## config.mk

```make
export PLATFORM = sky130hd
export DESIGN_NAME = pid_sender
export DESIGN_NICKNAME = d
export VERILOG_FILES = /design/src/rtl/usb_pkg.sv /design/src/rtl/bit_serializer.sv /design/src/rtl/pid_sender.sv
export SDC_FILE = /design/constraint.sdc
export NUM_CORES = 1
export LEC_CHECK = 0
export BUFFER_PORTS_ARGS = -buffer_cell sky130_fd_sc_hd__buf_2
export CORE_ASPECT_RATIO = 0.8
export CORE_MARGIN = 1
export CORE_UTILIZATION = 51
export DETAILED_ROUTE_END_ITERATION = 16
export PLACE_DENSITY_LB_ADDON = 0.25
export SLEW_MARGIN = 20
export SYNTH_ARGS = -nofsm -noshare
export SYNTH_HDL_FRONTEND = slang
export SYNTH_HIERARCHICAL = 1
export SYNTH_SLANG_ARGS = --single-unit
```

## constraint.sdc

```tcl
create_clock -name clk -period 2.3 [get_ports clk]
set_clock_uncertainty 0.1 [all_clocks]
set_input_delay 0 -clock clk [delete_from_list [all_inputs] [get_ports clk]]
set_output_delay 0 -clock clk [all_outputs]
set_load 0.1 [all_outputs]
```

## src/rtl/usb_pkg.sv

```systemverilog
// usb_pkg: shared definitions for the USB handshake/token datapath.
//   - supported PID nibbles (ACK, NAK, DATA)
//   - SYNC_PATTERN, transmitted bit0 first (seven 0s, then a 1)
//   - pid_state_t: state encoding for the pid_sender FSM
//   - is_supported_pid(): PID acceptance filter
//   - pid_byte(): builds the on-wire byte {~pid, pid}
package usb_pkg;

    localparam logic [3:0] ACK_PID      = 4'b0010;
    localparam logic [3:0] NAK_PID      = 4'b1010;
    localparam logic [3:0] DATA_PID     = 4'b0011;
    localparam logic [7:0] SYNC_PATTERN = 8'b1000_0000;

    typedef enum logic [1:0] {
        ST_IDLE,
        ST_SYNC,
        ST_PID,
        ST_DONE
    } pid_state_t;

    function automatic logic is_supported_pid(input logic [3:0] pid);
        return (pid == ACK_PID) || (pid == NAK_PID) || (pid == DATA_PID);
    endfunction

    function automatic logic [7:0] pid_byte(input logic [3:0] pid);
        return {~pid, pid};
    endfunction

endpackage

```

## src/rtl/bit_serializer.sv

```systemverilog
// bit_serializer: 8-bit parallel-load shift register, LSB first.
// Each bit is held BIT_CYCLES clocks, timed by a prescaler; a 3-bit bit
// counter advances on prescaler wrap.
// Ports:
//   clk, rst   - clock, asynchronous active-high reset
//   load       - load load_data, restart prescaler and bit counter
//   load_data  - byte to serialize
//   shift      - advance timing (high while a field is on the wire)
//   ser_bit    - current serial bit (register output)
//   last_bit   - final clock of bit 7 of the current byte
module bit_serializer #(
    parameter int unsigned BIT_CYCLES = 1
) (
    input  logic       clk,
    input  logic       rst,
    input  logic       load,
    input  logic [7:0] load_data,
    input  logic       shift,
    output logic       ser_bit,
    output logic       last_bit
);

    localparam logic [3:0] PRE_MAX = 4'(BIT_CYCLES - 1);

    logic [7:0] sreg;
    logic [3:0] pre;
    logic [2:0] bit_cnt;
    logic       pre_wrap;

    assign pre_wrap = (pre == PRE_MAX);
    assign last_bit = shift && pre_wrap && (bit_cnt == 3'd7);
    assign ser_bit  = sreg[0];

    // Zeros shift in behind the data, so the line returns to 0 once
    // the last bit has been clocked out.
    always_ff @(posedge clk or posedge rst) begin
        if (rst) begin
            sreg    <= '0;
            pre     <= '0;
            bit_cnt <= '0;
        end else if (load) begin
            sreg    <= load_data;
            pre     <= '0;
            bit_cnt <= '0;
        end else if (shift) begin
            if (pre_wrap) begin
                pre     <= '0;
                sreg    <= {1'b0, sreg[7:1]};
                bit_cnt <= bit_cnt + 3'd1;
            end else begin
                pre <= pre + 4'd1;
            end
        end
    end

endmodule

```

## src/rtl/pid_sender.sv

```systemverilog
// pid_sender: serializes a 4-bit USB PID as {~pid, pid}, LSB first,
// onto a raw serial line ahead of the NRZI/bit-stuff stage.
// Build option: PID_SYNC_EN - when defined, the SYNC pattern is sent
// before the PID field (16-bit frame); otherwise 8-bit frame.
// Ports:
//   clk, rst    - clock, asynchronous active-high reset
//   start_send  - send request, sampled only in IDLE
//   pid_in      - PID nibble to send
//   s_out       - serial data bit
//   s_out_en    - high while s_out carries a valid bit
//   busy        - transmission in progress
//   PID_sent    - one-cycle pulse after the last bit
//   pid_error   - one-cycle pulse on request with unsupported PID
module pid_sender
    import usb_pkg::*;
#(
    parameter int unsigned BIT_CYCLES = 1
) (
    input  logic       clk,
    input  logic       rst,
    input  logic       start_send,
    input  logic [3:0] pid_in,
    output logic       s_out,
    output logic       s_out_en,
    output logic       busy,
    output logic       PID_sent,
    output logic       pid_error
);

    pid_state_t state;
    logic [3:0] pid_q;
    logic       accept;
    logic       ser_load;
    logic [7:0] ser_data;
    logic       ser_last;

    assign accept = (state == ST_IDLE) && start_send && is_supported_pid(pid_in);

    // The serializer is loaded on acceptance (first field) and on the
    // last clock of SYNC (PID byte), so fields run back to back.
    always_comb begin
        ser_load = 1'b0;
        ser_data = '0;
        if (accept) begin
            ser_load = 1'b1;
`ifdef PID_SYNC_EN
            ser_data = SYNC_PATTERN;
`else
            ser_data = pid_byte(pid_in);
`endif
        end else if (state == ST_SYNC && ser_last) begin
            ser_load = 1'b1;
            ser_data = pid_byte(pid_q);
        end
    end

    bit_serializer #(
        .BIT_CYCLES(BIT_CYCLES)
    ) u_ser (
        .clk       (clk),
        .rst       (rst),
        .load      (ser_load),
        .load_data (ser_data),
        .shift     (s_out_en),
        .ser_bit   (s_out),
        .last_bit  (ser_last)
    );

    always_ff @(posedge clk or posedge rst) begin
        if (rst) begin
            state     <= ST_IDLE;
            pid_q     <= '0;
            s_out_en  <= 1'b0;
            busy      <= 1'b0;
            PID_sent  <= 1'b0;
            pid_error <= 1'b0;
        end else begin
            PID_sent  <= 1'b0;
            pid_error <= 1'b0;
            case (state)
                ST_IDLE: begin
                    if (accept) begin
                        pid_q    <= pid_in;
                        busy     <= 1'b1;
                        s_out_en <= 1'b1;
`ifdef PID_SYNC_EN
                        state    <= ST_SYNC;
`else
                        state    <= ST_PID;
`endif
                    end else if (start_send) begin
                        pid_error <= 1'b1;
                    end
                end
                ST_SYNC: begin
                    if (ser_last) begin
                        state <= ST_PID;
                    end
                end
                ST_PID: begin
                    if (ser_last) begin
                        s_out_en <= 1'b0;
                        PID_sent <= 1'b1;
                        state    <= ST_DONE;
                    end
                end
                ST_DONE: begin
                    busy  <= 1'b0;
                    state <= ST_IDLE;
                end
                default: state <= ST_IDLE;
            endcase
        end
    end

endmodule

```

==> results.md <==
Placement:
- Detailed placement ended at an HPWL of 1494 um.
- The total cell area at the placement stage is 1328 um2.
- Before CTS, the worst setup slack after placement is 0.1642 ns.
- The last weighted congestion value of the routability-driven placer is 0.8302.
- The number of buffers inserted by port buffering is 11.

Global routing:
- The number of global-route vias before repair is 827.
- The maximum number of pins on one net before global-route repair is 24.
- The global-route congestion overflow total is 0.
- The first global-routing pass estimated 3629 um of wire.
- The initial antenna violation count came to 0.
- The global routing usage summed across all routing layers is 18.52%.

Floorplan:
- For this configuration, the core starts out at a cell density of 56.06%.
- The boundary pin count is 12.
- The die covers 2680 um2.
- The vertical die dimension is 46.50 um.
- The number of standard-cell rows in the floorplan is 15.
- The overall die width is 57.63 um.
- The area of the core region is 2252 um2.

Clock tree:
- After clock tree synthesis, the clock-pin slew on the worst setup and hold paths is 0.14 ns.
- In this run the number of H-tree levels came out at 1.
- The source-to-sink clock delay at the later pin of the worst-skew pair is 0.32 ns.
- The clock buffer count from CTS is 3.
- The library cell used as clock root buffer is sky130_fd_sc_hd__clkbuf_4.
- Clock tree synthesis found a total of 25 sinks.
- The clock tree from TritonCTS is built.
- The clock passes through at most 2 buffers.

Synthesis:
- The number of different library cells used by synthesis comes to 33.
- The count of warnings emitted by yosys is 6.
- Ranked by total cell area, the synthesized netlist is headed by sky130_fd_sc_hd__dfrtp_1 (50%), sky130_fd_sc_hd__mux2i_1 (7.9%), sky130_fd_sc_hd__nand2_1 (6.5%).
- The largest total area in the synthesized netlist belongs to sky130_fd_sc_hd__dfrtp_1.
- After synthesis the netlist holds a flip-flop and latch count of 25.
- The post-synth net total is 131.
- Of the synthesized area, sequential elements account for 49.55%.
- The proportion of synthesized flip-flops having asynchronous set or reset is 100.0%.
- The mean cell area of the mapped netlist is 10.52 um2.
- Among all flip-flop cells after synthesis, the most frequent one is sky130_fd_sc_hd__dfrtp_1.
- The post-synthesis instance area is 1262 um2.
- The number of flops mapped to enable cells by yosys is 0.
- After technology mapping, the gate count stands at 120.
- In this run the biggest area consumer among cell types represents 49.55% of the synthesized area.

STA:
- The count of final hold-check violations is 0.
- The worst pin sits at a relative slew slack of 63.04%.
- Setup repair after global routing left no endpoint under its margin.
- The final-report max-slew violation count is 0.
- Based on the critical path, the design can be clocked at up to 0.4827 GHz.
- For the pin with the worst max-slew slack, the measured transition is 0.5538 ns.
- After routing, the total negative slack on setup checks comes to 0 ns.
- The final cycle utilization of the critical path is 90.06%.
- The final worst setup slack is 0.2285 ns.
- Setup violations remaining at the end of the flow were counted as 0.
- Subtracting the final worst setup slack from the clock period gives 2.071 ns.

Layout:
- The number of antenna cells inserted is 0.
- The post-route cell area is 1434 um2.
- Relative to the synthesized area, the layout overhead comes to 13.58%.
- The ratio of cells with drive above 1 in the final layout is 21.43%.
- The net count of the finished layout is 152.
- Leaving out fill and tap cells, the most frequent cell in the layout is sky130_fd_sc_hd__dfrtp_1.
- Leaving out fill and tap cells, the most frequent cells in the layout are sky130_fd_sc_hd__dfrtp_1 (24), sky130_fd_sc_hd__nand2_1 (22), sky130_fd_sc_hd__buf_2 (11).

Drt:
- The residual antenna-violating net count after detailed routing is 0.
- The iteration count of the initial detailed-routing pass is 10.
- After the first detailed-routing iteration, the DRC count stood at 45.
- The post-detailed-route via-to-cell ratio is 5.400.
- The total met2 wirelength after detailed routing is 1011 um.
- The post-route DRC violation count is 1.
- The via count of the routed design is 891.
- The routed length on met3 is 75 um.
- The highest routed metal layer is met4.
- The final wirelength is 2145 um.
- Dividing the detail-routed wire length by the instance count gives 13.00 um.
- For this block, wires on met1 add up to 1045 um.

Worst setup path:
- The most critical setup path has its startpoint at u_ser/pre[0].
- The endpoint required time on the critical path is 2.39 ns.
- The critical path endpoint category is a register.
- The worst setup path is of the register to register kind.
- STA classifies the critical path startpoint as a register.
- In this run the critical register-to-register path is launched from u_ser/pre[0].
- The maximum fanout along the worst path is 23.
- For flop-to-flop paths, the worst setup slack is 0.23 ns.
- The signal arrival time at the worst endpoint is 2.16 ns.

Run status:
- The run finished, with violations left.
- The final reports fail on DRC.

Min path:
- The min-delay analysis places its worst path in the category primary input to register.
- The startpoint identified for the worst hold timing path is pid_in[1].

Pwr:
- The overall power consumption is 1.464 mW.
- The worst ir drop on vdd is 0.0005372 V.
- For this design the static power due to leakage is 0.7078 nW.
- The power density over the cells is 1021 nW/um2.

Run:
- The number of max-cap violations is 0.
==> path summary, 6_finish.rpt <==
check / to / depth (start not counted)
worst max-delay path: u_ser/sreg[7] / 9
worst min-delay path: state[1] / 4
worst max register to register: u_ser/sreg[7] / 9
worst min register to register: busy / 2
max in group asynchronous: u_ser/sreg[4] / 3
min in group asynchronous: s_out_en / 3
==> synthesized netlist by cell type (all sizes together) (3+ instances only) <==
cell type and n:
buf 3, inv 8, dfrtp 25, and2 3
ha 4, mux2i 10, o21ai 12, nand2 22
xnor2 3, nor2 7
==> where the power goes <==
part / internal [mW] / total [mW] / switching, mW
Combinational: 0.224 / 0.583 / 0.358
Sequential: 0.577 / 0.691 / 0.114
Clock: 0.0650 / 0.191 / 0.126
==> logic make-up (layout without fill, tap and decap cells) <==
family	count (synthesis)	in the layout	synth area share, %
compound gates	17	17	7.829
xor+xnor	3	3	2.082
fa+ha+maj	4	4	3.964
buf+inv	13	33	6.046
flops	25	25	49.55
mux	12	12	10.31
simple gates	46	46	20.22
==> state kept, by name, summed over array words and instances (netlist names) <==
| signal | cells |
|---|---|
| state | 2 |
| s_out_en | 1 |
| busy | 1 |
| u_ser/pre | 4 |
| u_ser/sreg | 8 |
| pid_q | 4 |
| pid_error | 1 |
| PID_sent | 1 |
| u_ser/bit_cnt | 3 |
==> critical path: stages (launching register included) <==
cell	delay (ns)
sky130_fd_sc_hd__dfrtp_1	0.44
sky130_fd_sc_hd__inv_1	0.07
sky130_fd_sc_hd__ha_1	0.16
sky130_fd_sc_hd__nor4bb_2	0.31
sky130_fd_sc_hd__and2_2	0.23
sky130_fd_sc_hd__nand3b_1	0.14
sky130_fd_sc_hd__nand2_1	0.11
sky130_fd_sc_hd__buf_6	0.20
sky130_fd_sc_hd__nand2b_1	0.12
sky130_fd_sc_hd__o21ai_0	0.07
==> cell type report <==
cell class              instances  area (um2)
repair buffers                 21       148.9
fillers                       176       818.3
multi-input cells              82       566.8
clock inverters                 1       5.005
clock buffers                   3       22.52
flip-flops and latches         25       629.4
inverters                       8       30.03
well taps                      25       31.28
==> per-layer routing <==
layer | vias to the layer above | GRT usage [%]
met2 | 20 | 31.40
met3 | 2 | 5.056
li1 | 443 | -
met1 | 426 | 23.90
met4 | 0 | 4.390
met5 | - | 0
==> per-stage QoR <==
stage,hold slack (ns),utilization [%],instances
floorplan,-0.2598,-,120
global placement,-0.09641,58.94,153
detailed placement,-0.08728,58.94,153
CTS,0.02784,62.83,163
global route,0.05886,63.67,165
finish,0.03110,63.67,165
==> what timing repair did <==
item | CTS | global route
hold buffers | 6 | 0
endpoints found under the setup margin | 0 | 7
gates resized for setup | 0 | 1
endpoints found under the hold margin | 35 | 0
setup buffers | 0 | 2
(Power assumes the default switching activity.)
